--- config.mk ---
export PLATFORM = sky130hd
export DESIGN_NAME = bist_sig_check_flat
export DESIGN_NICKNAME = d
export VERILOG_FILES = /design/src/rtl/bist_pkg.sv /design/src/rtl/bist_sig_check_if.sv /design/src/rtl/bist_sat_counter.sv /design/src/rtl/bist_sig_check.sv /design/src/flat_wrapper.sv
export SDC_FILE = /design/constraint.sdc
export NUM_CORES = 1
export LEC_CHECK = 0
export BUFFER_PORTS_ARGS = -buffer_cell sky130_fd_sc_hd__buf_4
export CAP_MARGIN = 20
export CORE_MARGIN = 5
export CORE_UTILIZATION = 40
export CTS_CLUSTER_SIZE = 25
export DETAILED_ROUTE_END_ITERATION = 10
export GPL_TIMING_DRIVEN = 0
export PLACE_DENSITY = 0.73
export SYNTH_ARGS = -nofsm -noshare
export SYNTH_HDL_FRONTEND = slang
export SYNTH_HIERARCHICAL = 1
export SYNTH_SLANG_ARGS = --single-unit
--- constraint.sdc ---
create_clock -name CLK -period 2.3 [get_ports CLK]
set_clock_uncertainty 0.05 [all_clocks]
set_input_delay 0.46 -clock CLK [delete_from_list [all_inputs] [get_ports CLK]]
set_output_delay 0.46 -clock CLK [all_outputs]
set_load 0.05 [all_outputs]
--- src/rtl/bist_pkg.sv ---
// Shared BIST definitions: signature-check FSM states and default widths/constants
// used by the MISR, its flush logic and the signature check stage.
package bist_pkg;

    localparam int              SIG_W_DEF      = 3;
    localparam logic [2:0]      GOLDEN_DEF     = 3'b000;
    localparam int              SETTLE_CYC_DEF = 2;
    localparam int              CNT_W_DEF      = 8;

    typedef enum logic [2:0] {
        IDLE,
        ARMED,
        SETTLE,
        COMPARE,
        REPORT
    } sigchk_state_t;

endpackage

--- src/rtl/bist_sig_check_if.sv ---
// Control, signature and status bundle between the BIST sequencing side (master)
// and the signature check stage (slave).
interface bist_sig_check_if #(
    parameter int SIG_W = 3,
    parameter int CNT_W = 8
);
    logic             bist_start;
    logic             finish;
    logic [SIG_W-1:0] sig;
    logic             pass_fail;
    logic             done;
    logic [SIG_W-1:0] sig_cap;
    logic [CNT_W-1:0] fail_cnt;

    modport master (
        output bist_start, finish, sig,
        input  pass_fail, done, sig_cap, fail_cnt
    );

    modport slave (
        input  bist_start, finish, sig,
        output pass_fail, done, sig_cap, fail_cnt
    );
endinterface

--- src/rtl/bist_sat_counter.sv ---
// Parameterised saturating up-counter with enable and synchronous active-low clear;
// holds at all-ones instead of wrapping.
module bist_sat_counter #(
    parameter int W = 8
) (
    input  logic         CLK,
    input  logic         i_clr_n,
    input  logic         i_en,
    output logic [W-1:0] o_cnt
);

    logic [W-1:0] r_cnt;

    // NOTE: clocked state uses non-blocking assignments so every register samples pre-edge values.
    always_ff @(posedge CLK) begin
        if (!i_clr_n) begin
            r_cnt <= '0;
        end else if (i_en && (r_cnt != '1)) begin
            r_cnt <= r_cnt + W'(1);
        end
    end

    assign o_cnt = r_cnt;

endmodule

--- src/rtl/bist_sig_check.sv ---
// BIST signature check: waits for finish, lets the MISR flush, compares against GOLDEN.
// Optional macro SIGCHK_STICKY_EN: any failed compare forces pass_fail low until reset.
module bist_sig_check
    import bist_pkg::*;
#(
    parameter int               SIG_W      = SIG_W_DEF,
    parameter logic [SIG_W-1:0] GOLDEN     = SIG_W'(GOLDEN_DEF),
    parameter int               SETTLE_CYC = SETTLE_CYC_DEF,
    parameter int               CNT_W      = CNT_W_DEF
) (
    input logic                CLK,
    input logic                RST,
    bist_sig_check_if.slave    bus
);

    localparam int SCNT_W = (SETTLE_CYC > 1) ? $clog2(SETTLE_CYC) : 1;
    localparam logic [SCNT_W-1:0] SCNT_LOAD = (SETTLE_CYC > 0) ? SCNT_W'(SETTLE_CYC - 1) : '0;

    sigchk_state_t     r_state;
    sigchk_state_t     w_next_state;
    logic [SCNT_W-1:0] r_settle_cnt;
    logic              r_done;
    logic              r_pass_fail;
    logic [SIG_W-1:0]  r_sig_cap;
    logic [CNT_W-1:0]  w_fail_cnt;
    logic              w_cnt_load;
    logic              w_cnt_dec;
    logic              w_compare;
    logic              w_match;
    logic              w_sticky_fail;

    assign w_match = (bus.sig == GOLDEN);

    // NOTE: every signal written here gets a default first, so no path can infer a latch.
    always_comb begin
        w_next_state = r_state;
        w_cnt_load   = 1'b0;
        w_cnt_dec    = 1'b0;
        w_compare    = 1'b0;
        unique case (r_state)
            IDLE: begin
                if (bus.bist_start) w_next_state = ARMED;
            end
            ARMED: begin
                // finish takes priority over a coincident bist_start
                if (bus.finish) begin
                    if (SETTLE_CYC == 0) begin
                        w_next_state = COMPARE;
                    end else begin
                        w_next_state = SETTLE;
                        w_cnt_load   = 1'b1;
                    end
                end
            end
            SETTLE: begin
                if (r_settle_cnt == '0) w_next_state = COMPARE;
                else                    w_cnt_dec    = 1'b1;
            end
            COMPARE: begin
                w_compare    = 1'b1;
                w_next_state = REPORT;
            end
            REPORT: begin
                if (bus.bist_start) w_next_state = ARMED;
            end
            default: w_next_state = IDLE;
        endcase
    end

    always_ff @(posedge CLK) begin
        if (!RST) begin
            r_state      <= IDLE;
            r_settle_cnt <= '0;
            r_done       <= 1'b0;
            r_pass_fail  <= 1'b0;
            r_sig_cap    <= '0;
        end else begin
            r_state <= w_next_state;
            r_done  <= (w_next_state == REPORT);
            if (w_cnt_load)     r_settle_cnt <= SCNT_LOAD;
            else if (w_cnt_dec) r_settle_cnt <= r_settle_cnt - SCNT_W'(1);
            if (w_compare) begin
                r_sig_cap   <= bus.sig;
                r_pass_fail <= w_match && !w_sticky_fail;
            end
        end
    end

`ifdef SIGCHK_STICKY_EN
    logic r_any_fail;

    always_ff @(posedge CLK) begin
        if (!RST)                      r_any_fail <= 1'b0;
        else if (w_compare && !w_match) r_any_fail <= 1'b1;
    end

    assign w_sticky_fail = r_any_fail;
`else
    assign w_sticky_fail = 1'b0;
`endif

    bist_sat_counter #(
        .W (CNT_W)
    ) u_fail_cnt (
        .CLK     (CLK),
        .i_clr_n (RST),
        .i_en    (w_compare && !w_match),
        .o_cnt   (w_fail_cnt)
    );

    assign bus.done      = r_done;
    assign bus.pass_fail = r_pass_fail;
    assign bus.sig_cap   = r_sig_cap;
    assign bus.fail_cnt  = w_fail_cnt;

endmodule

--- src/flat_wrapper.sv ---
// flat-port wrapper written by rule: the top's interface ports become plain ports
module bist_sig_check_flat import bist_pkg::*;
#(
    parameter int               SIG_W      = SIG_W_DEF,
    parameter logic [SIG_W-1:0] GOLDEN     = SIG_W'(GOLDEN_DEF),
    parameter int               SETTLE_CYC = SETTLE_CYC_DEF,
    parameter int               CNT_W      = CNT_W_DEF
)
  (CLK, RST, bus_bist_start, bus_finish, bus_sig, bus_pass_fail, bus_done, bus_sig_cap, bus_fail_cnt);
  bist_sig_check_if #(.SIG_W(SIG_W), .CNT_W(CNT_W)) bus_i ();
  input logic CLK;
  input logic RST;
  input wire logic [$bits(bus_i.bist_start)-1:0] bus_bist_start;
  input wire logic [$bits(bus_i.finish)-1:0] bus_finish;
  input wire logic [$bits(bus_i.sig)-1:0] bus_sig;
  output wire logic [$bits(bus_i.pass_fail)-1:0] bus_pass_fail;
  output wire logic [$bits(bus_i.done)-1:0] bus_done;
  output wire logic [$bits(bus_i.sig_cap)-1:0] bus_sig_cap;
  output wire logic [$bits(bus_i.fail_cnt)-1:0] bus_fail_cnt;
  assign bus_i.bist_start = bus_bist_start;
  assign bus_i.finish = bus_finish;
  assign bus_i.sig = bus_sig;
  assign bus_pass_fail = bus_i.pass_fail;
  assign bus_done = bus_i.done;
  assign bus_sig_cap = bus_i.sig_cap;
  assign bus_fail_cnt = bus_i.fail_cnt;
  bist_sig_check #(.SIG_W(SIG_W), .GOLDEN(GOLDEN), .SETTLE_CYC(SETTLE_CYC), .CNT_W(CNT_W)) u_core (.CLK(CLK), .RST(RST), .bus(bus_i));
endmodule
### Word-level counts from Yosys, hierarchy flattened

Index checks and enable logic that the tools add are counted.

| operators by class | value |
|---|---|
| add/subtract/negate cells | 2 |
| multiply operators | 0 |
| divide/modulo/power cells | 0 |
| order comparisons | 0 |
| eq/ne operators | 6 |
| shifts and indexed selects | 0 |
| mux-type cells | 11 |
| bitwise gates (word level) | 0 |
| reductions and logical operators | 7 |

Operators by type and width:

| kind | count |
|---|---|
| $pmux W3 S4 | 1 |
| $mux W3 | 3 |
| $add A8 B1 Y8 const B | 1 |
| $ne A8 B8 Y1 const B | 1 |
| $mux W1 | 7 |
| $eq A3 B2 Y1 const B | 2 |
| $eq A3 B3 Y1 const B | 2 |
| $logic_not A3 Y1 | 2 |
| $eq A3 B1 Y1 const B | 1 |
| $logic_and A1 B1 Y1 | 2 |
| $reduce_bool A2 Y1 | 1 |
| $reduce_or A2 Y1 | 1 |
| $logic_not A1 Y1 | 1 |
| $sub A1 B1 Y1 const B | 1 |

| storage, ports and cells | value |
|---|---|
| bits in registers | 17 |
| latch bits | 0 |
| memory bits (writable) | 0 |
| ROM bits | 0 |
| input port bits | 7 |
| output and inout port bits | 13 |
| memories | 0 |

### Logic depth before layout (Yosys ltp)

| depth | value |
|---|---|
| depth after elaboration | 4 |
| depth in mapped cells | 6 |

### By module

The synthesis kept the hierarchy.

By module, submodules not included:

| module | instances | cells each | area an instance (µm²) | seq. area each (µm²) |
|---|---|---|---|---|
| bist_sat_counter | 1 | 47 | 404.1 | 160.2 |
| bist_sig_check | 1 | 35 | 399.1 | 180.2 |

### Worst setup path before layout

OpenSTA, ideal clock, no wires.

| path | value |
|---|---|
| path type | register to register |
| start | reg u_core.u_fail_cnt.r_cnt[0], in the netlist u_core/u_fail_cnt/o_cnt[0] |
| end | reg u_core.u_fail_cnt.r_cnt[6], in the netlist u_core/u_fail_cnt/o_cnt[6] |
| data arrival time | 1651 ps |
| setup slack | 484 ps |
| cell stages (with the launch flop) | 5 |
| buffers on the path | 0 |
| cell sequence | dfxtp_1 ha_1 nand3_1 or4_1 and3_1 |

| between the ends | value |
|---|---|
| cells in the longest elaborated chain, start to end | 2 |
| elaborated cells on any way between the ends | 3 |
| classes of those cells | 1 x add/sub; 1 x eq/ne; 1 x reduce/logical |

Ends and longest elaborated chain:

| element | RTL line | text |
|---|---|---|
| start: declaration | bist_sat_counter.sv:12 | `logic [W-1:0] r_cnt;` |
| start signal: assignment | bist_sat_counter.sv:19 | `r_cnt <= r_cnt + W'(1);` |
| parallel branches: the longest is 2 deep, another holds $add A8 B1 Y8 | - |  |

Several ways; the timed one is not identified.
A chain may end at the register's enable or synchronous reset.

### Worst setup path in the final report

| path | value |
|---|---|
| start | reg u_core.r_state[2] |
| end | reg u_core.u_fail_cnt.r_cnt[6], in the netlist u_core/u_fail_cnt/o_cnt[6] |

| between the ends | value |
|---|---|
| cells in the longest elaborated chain, start to end | 4 |

Ends and longest elaborated chain:

| element | RTL line | text |
|---|---|---|
| start: declaration | bist_sig_check.sv:19 | `sigchk_state_t r_state;` |
| start signal: assignment | bist_sig_check.sv:78 | `r_state <= w_next_state;` |
| $eq A3 B2 Y1 | bist_sig_check.sv:40 | `unique case (r_state)` |
| $mux W1 | bist_sig_check.sv:40 |  |
| $logic_and A1 B1 Y1 | bist_sig_check.sv:107 | `.i_en (w_compare && !w_match),` |
| $logic_and A1 B1 Y1 | bist_sat_counter.sv:18 | `end else if (i_en && (r_cnt != '1)) begin` |

Every way passes these cells.

==> results.cfg <==
[critical_path]
rr_worst_depth = 5
critPathArrivalTime_ns = 2.13
crit_fanout = 7
critPathKind = flop to flop
r2r-end = u_core/u_fail_cnt/o_cnt[6]
reg2reg_slack_ns = 0.31
cp-start-kind = flop
rr_startpoint = u_core/r_state[2]
required_ns = 2.44
end_kind = flop

[worst_hold_path]
whs_path_depth = 3
hp-class = input port to flop
holdPathEnd = u_core/bus.sig_cap[2]
holdCritStartpoint = bus_sig[2]

[synth]
yosys.area.top_type = dfxtp_1
synth.area.mux_share_pct = 8.88
yosys.area_share.simple_pct = 26.2
synth-compound-area-share_pct = 18.1
ys_top_cells_by_area = dfxtp_1 (42%), mux2i_1 (7.5%), a21boi_2 (4.2%)
synthesis.nets = 90
avgSynthCellArea_um2 = 9.80
yosysSeqAreaShare_pct = 42.4
synth_edf_count = 0
ys_async_sr_fraction_pct = 0
synth.cell_area_um2 = 803
yosys_register_bits = 17
synth_top_family_by_area = simple AND/OR/NAND/NOR gates
synth.distinct_cells = 32
synth-xor-area-share_pct = 0
ys_warn_count = 6
yosys.area_share.adder_pct = 1.56
syn_inst = 82
yosysTopAreaCellShare_pct = 42.4
ys.flop_type = dfxtp_1

[cells_and_area]
fin_nets = 114
fin_util_pct = 51.8
syn_to_final_growth_pct = 25.2
drive_gt1_share_pct = 30.5
antenna_cells = 0

[floorplanning]
fp.dieH_um = 54.8
start_util_pct = 41.4
core-area_um2 = 1940
die_area_um2 = 3000
dieWidth_um = 54.8
boundaryPins = 20
fp-row-count = 16

[pwr]
p_sw_mw = 0.125
seqPwrFrac_pct = 59.0
sw_frac_of_total_pct = 24.0
powerDensity_nw_per_um2 = 518
ir_worst_vdd_mv = 0.350
internal_power_mw = 0.396
comb_power_share_pct = 10.2
clkPwrFrac_pct = 30.8
p_leak_nw = 0.418

[cts]
cts_tree = done
worstSkewPairLatency_ns = 0.29
cts_buffers = 3
clkTransAtPathRegs_ns = 0.10
clkSinkCount = 17
cts_resized = 0
cts_root_buf = clkbuf_4
cts_hold_buf = 0
cts_buffer_depth = 2
post_cts_buffers = 0
cts_max_level = 1

[grt]
grt_max_degree = 18
antenna_found_initial = 0
grt_pass1_vias = 698
grt_pass1_wl_um = 2890
track_usage_pct = 13.3
overflow = 0

[flow_run]
max-cap-violations = 0

[timing]
fmax_mhz = 503
hold_viol_final = 0
relSlewSlack_pct = 77.2
setup-violations-final = 0
setup_tns_ns = 0
max_slew.worst_pin.slew_ns = 0.337
rsz0062_at_grt = no
period_needed_ns = 1.99
min_period_over_period_pct = 86.4
maxSlewViolCount = 0

[detailed_routing]
wl_per_cell_um = 12.9
dr.pass1.iters = 4
drc_errors = 0
vias = 701
antenna_left = 0
via_per_inst = 5.31
wl_um = 1700
drt_iter0_drc = 7

[status]
status = finished clean

[placed_design]
gp_congestion = 0.805
place_hpwl_um = 1180
numPortBuffers = 19
-- cells in the final DEF, fill, tap and decap left out, drive strengths merged --
cell    netlist  routed
inv           2       2
nand4         2       2
ha            1       1
nor3          4       4
clkbuf        0       4
and3          2       2
buf           2      21
o31a          1       1
nand3b        1       1
a21boi        5       5
o21bai        3       3
o21ai         2       2
nand3         2       2
a21oi         5       5
or4           1       1
nor4b         2       2
or4b          1       1
nand2         7       7
nor2b         4       4
mux2i         6       6
and4          2       2
and3b         1       1
a31oi         1       1
a311oi        1       1
nor3b         2       2
nand2b        1       1
a211oi        2       2
nor2          1       1
mux2          1       1
dfxtp        17      17
-- stage by stage --
| step | total power [mW] | hold slack, ns | worst slack, ns | instance area, µm² | std cells |
|---|---|---|---|---|---|
| global placement | 0.366 | 0.438 | 0.385 | 980 | 128 |
| detailed placement | 0.367 | 0.450 | 0.355 | 980 | 128 |
| CTS | 0.529 | 0.377 | 0.345 | 1010 | 132 |
| finish | 0.521 | 0.386 | 0.313 | 1010 | 132 |
| global route | 0.551 | 0.374 | 0.165 | 1010 | 132 |
| floorplan | 0.347 | 0.419 | 0.484 | 803 | 82 |
-- sequential cells by signal, summed over array words and instances, names as in the netlist --
signal / flops
u_core/bus.sig_cap: 3
u_core/u_fail_cnt/o_cnt: 8
u_core/r_state: 3
u_core/bus.pass_fail: 1
u_core/r_settle_cnt: 1
u_core/bus.done: 1
-- area by class of cell --
type                    count  area, µm²
clock buffers               4       26.3
multi-input cells          61        439
repair buffers             19        143
inverters                   2       7.51
fillers                   193        936
flip-flops and latches     17        340
well taps                  27       33.8
plain buffers               2       16.3
-- logic make-up (layout without fill, tap and decap cells) --
group | Yosys count | count (layout)
multiplexers | 7 | 7
AND/OR/NAND/NOR | 33 | 33
buffers and inverters | 4 | 27
AO/OA/AOI/OAI | 20 | 20
flip-flops | 17 | 17
adder cells (fa/ha/maj) | 1 | 1
-- power groups by stage --
stage | Clock (mW) | Combinational, mW | Sequential [mW]
3_3_place_gp | 0 | 0.0521 | 0.313
4_1_cts | 0.168 | 0.0536 | 0.307
2_1_floorplan | 0 | 0.0287 | 0.318
6_report | 0.161 | 0.0532 | 0.307
3_5_place_dp | 0 | 0.0532 | 0.314
5_1_grt | 0.183 | 0.0589 | 0.308
-- cells in the mapped netlist (2+ instances only) --
cell type and number:
nand2_1 7, nor4b_1 2, nand3_1 2, o21bai_1 3
and3_1 2, a211oi_1 2, nor2b_1 4, a21boi_0 2
nand4_1 2, inv_1 2, a21oi_1 5, a21boi_2 3
mux2i_1 6, dfxtp_1 17, o21ai_0 2, nor3_1 4
nor3b_1 2
-- worst max-delay path: stages, from the launching register on --
cell and delay, ns:
dfxtp_1 0.37, nand3b_2 0.35, nor2_1 0.35, nand3_1 0.18
or4_1 0.41, and3_1 0.19
-- per-layer routing --
layer / global-route usage, % / vias to the layer above / routed length [µm]
li1: - / 353 / -
met2: 21.9 / 19 / 804
met1: 14.6 / 327 / 764
met5: 0 / - / 0
met4: 8.71 / 0 / 14
met3: 4.09 / 2 / 118
-- worst max path at each step --
stage                                from                         end  slack (ns)  depth (start not counted)
3_3_place_gp            u_core/r_state[2]  u_core/u_fail_cnt/o_cnt[6]        0.38                          5
3_5_place_dp            u_core/r_state[2]  u_core/u_fail_cnt/o_cnt[6]        0.36                          5
6_report                u_core/r_state[2]  u_core/u_fail_cnt/o_cnt[6]        0.31                          5
2_1_floorplan  u_core/u_fail_cnt/o_cnt[0]  u_core/u_fail_cnt/o_cnt[6]        0.48                          4
5_1_grt                 u_core/r_state[2]  u_core/u_fail_cnt/o_cnt[6]        0.16                          5
4_1_cts                 u_core/r_state[2]  u_core/u_fail_cnt/o_cnt[6]        0.35                          5
Power figures use the tool's default switching activity.
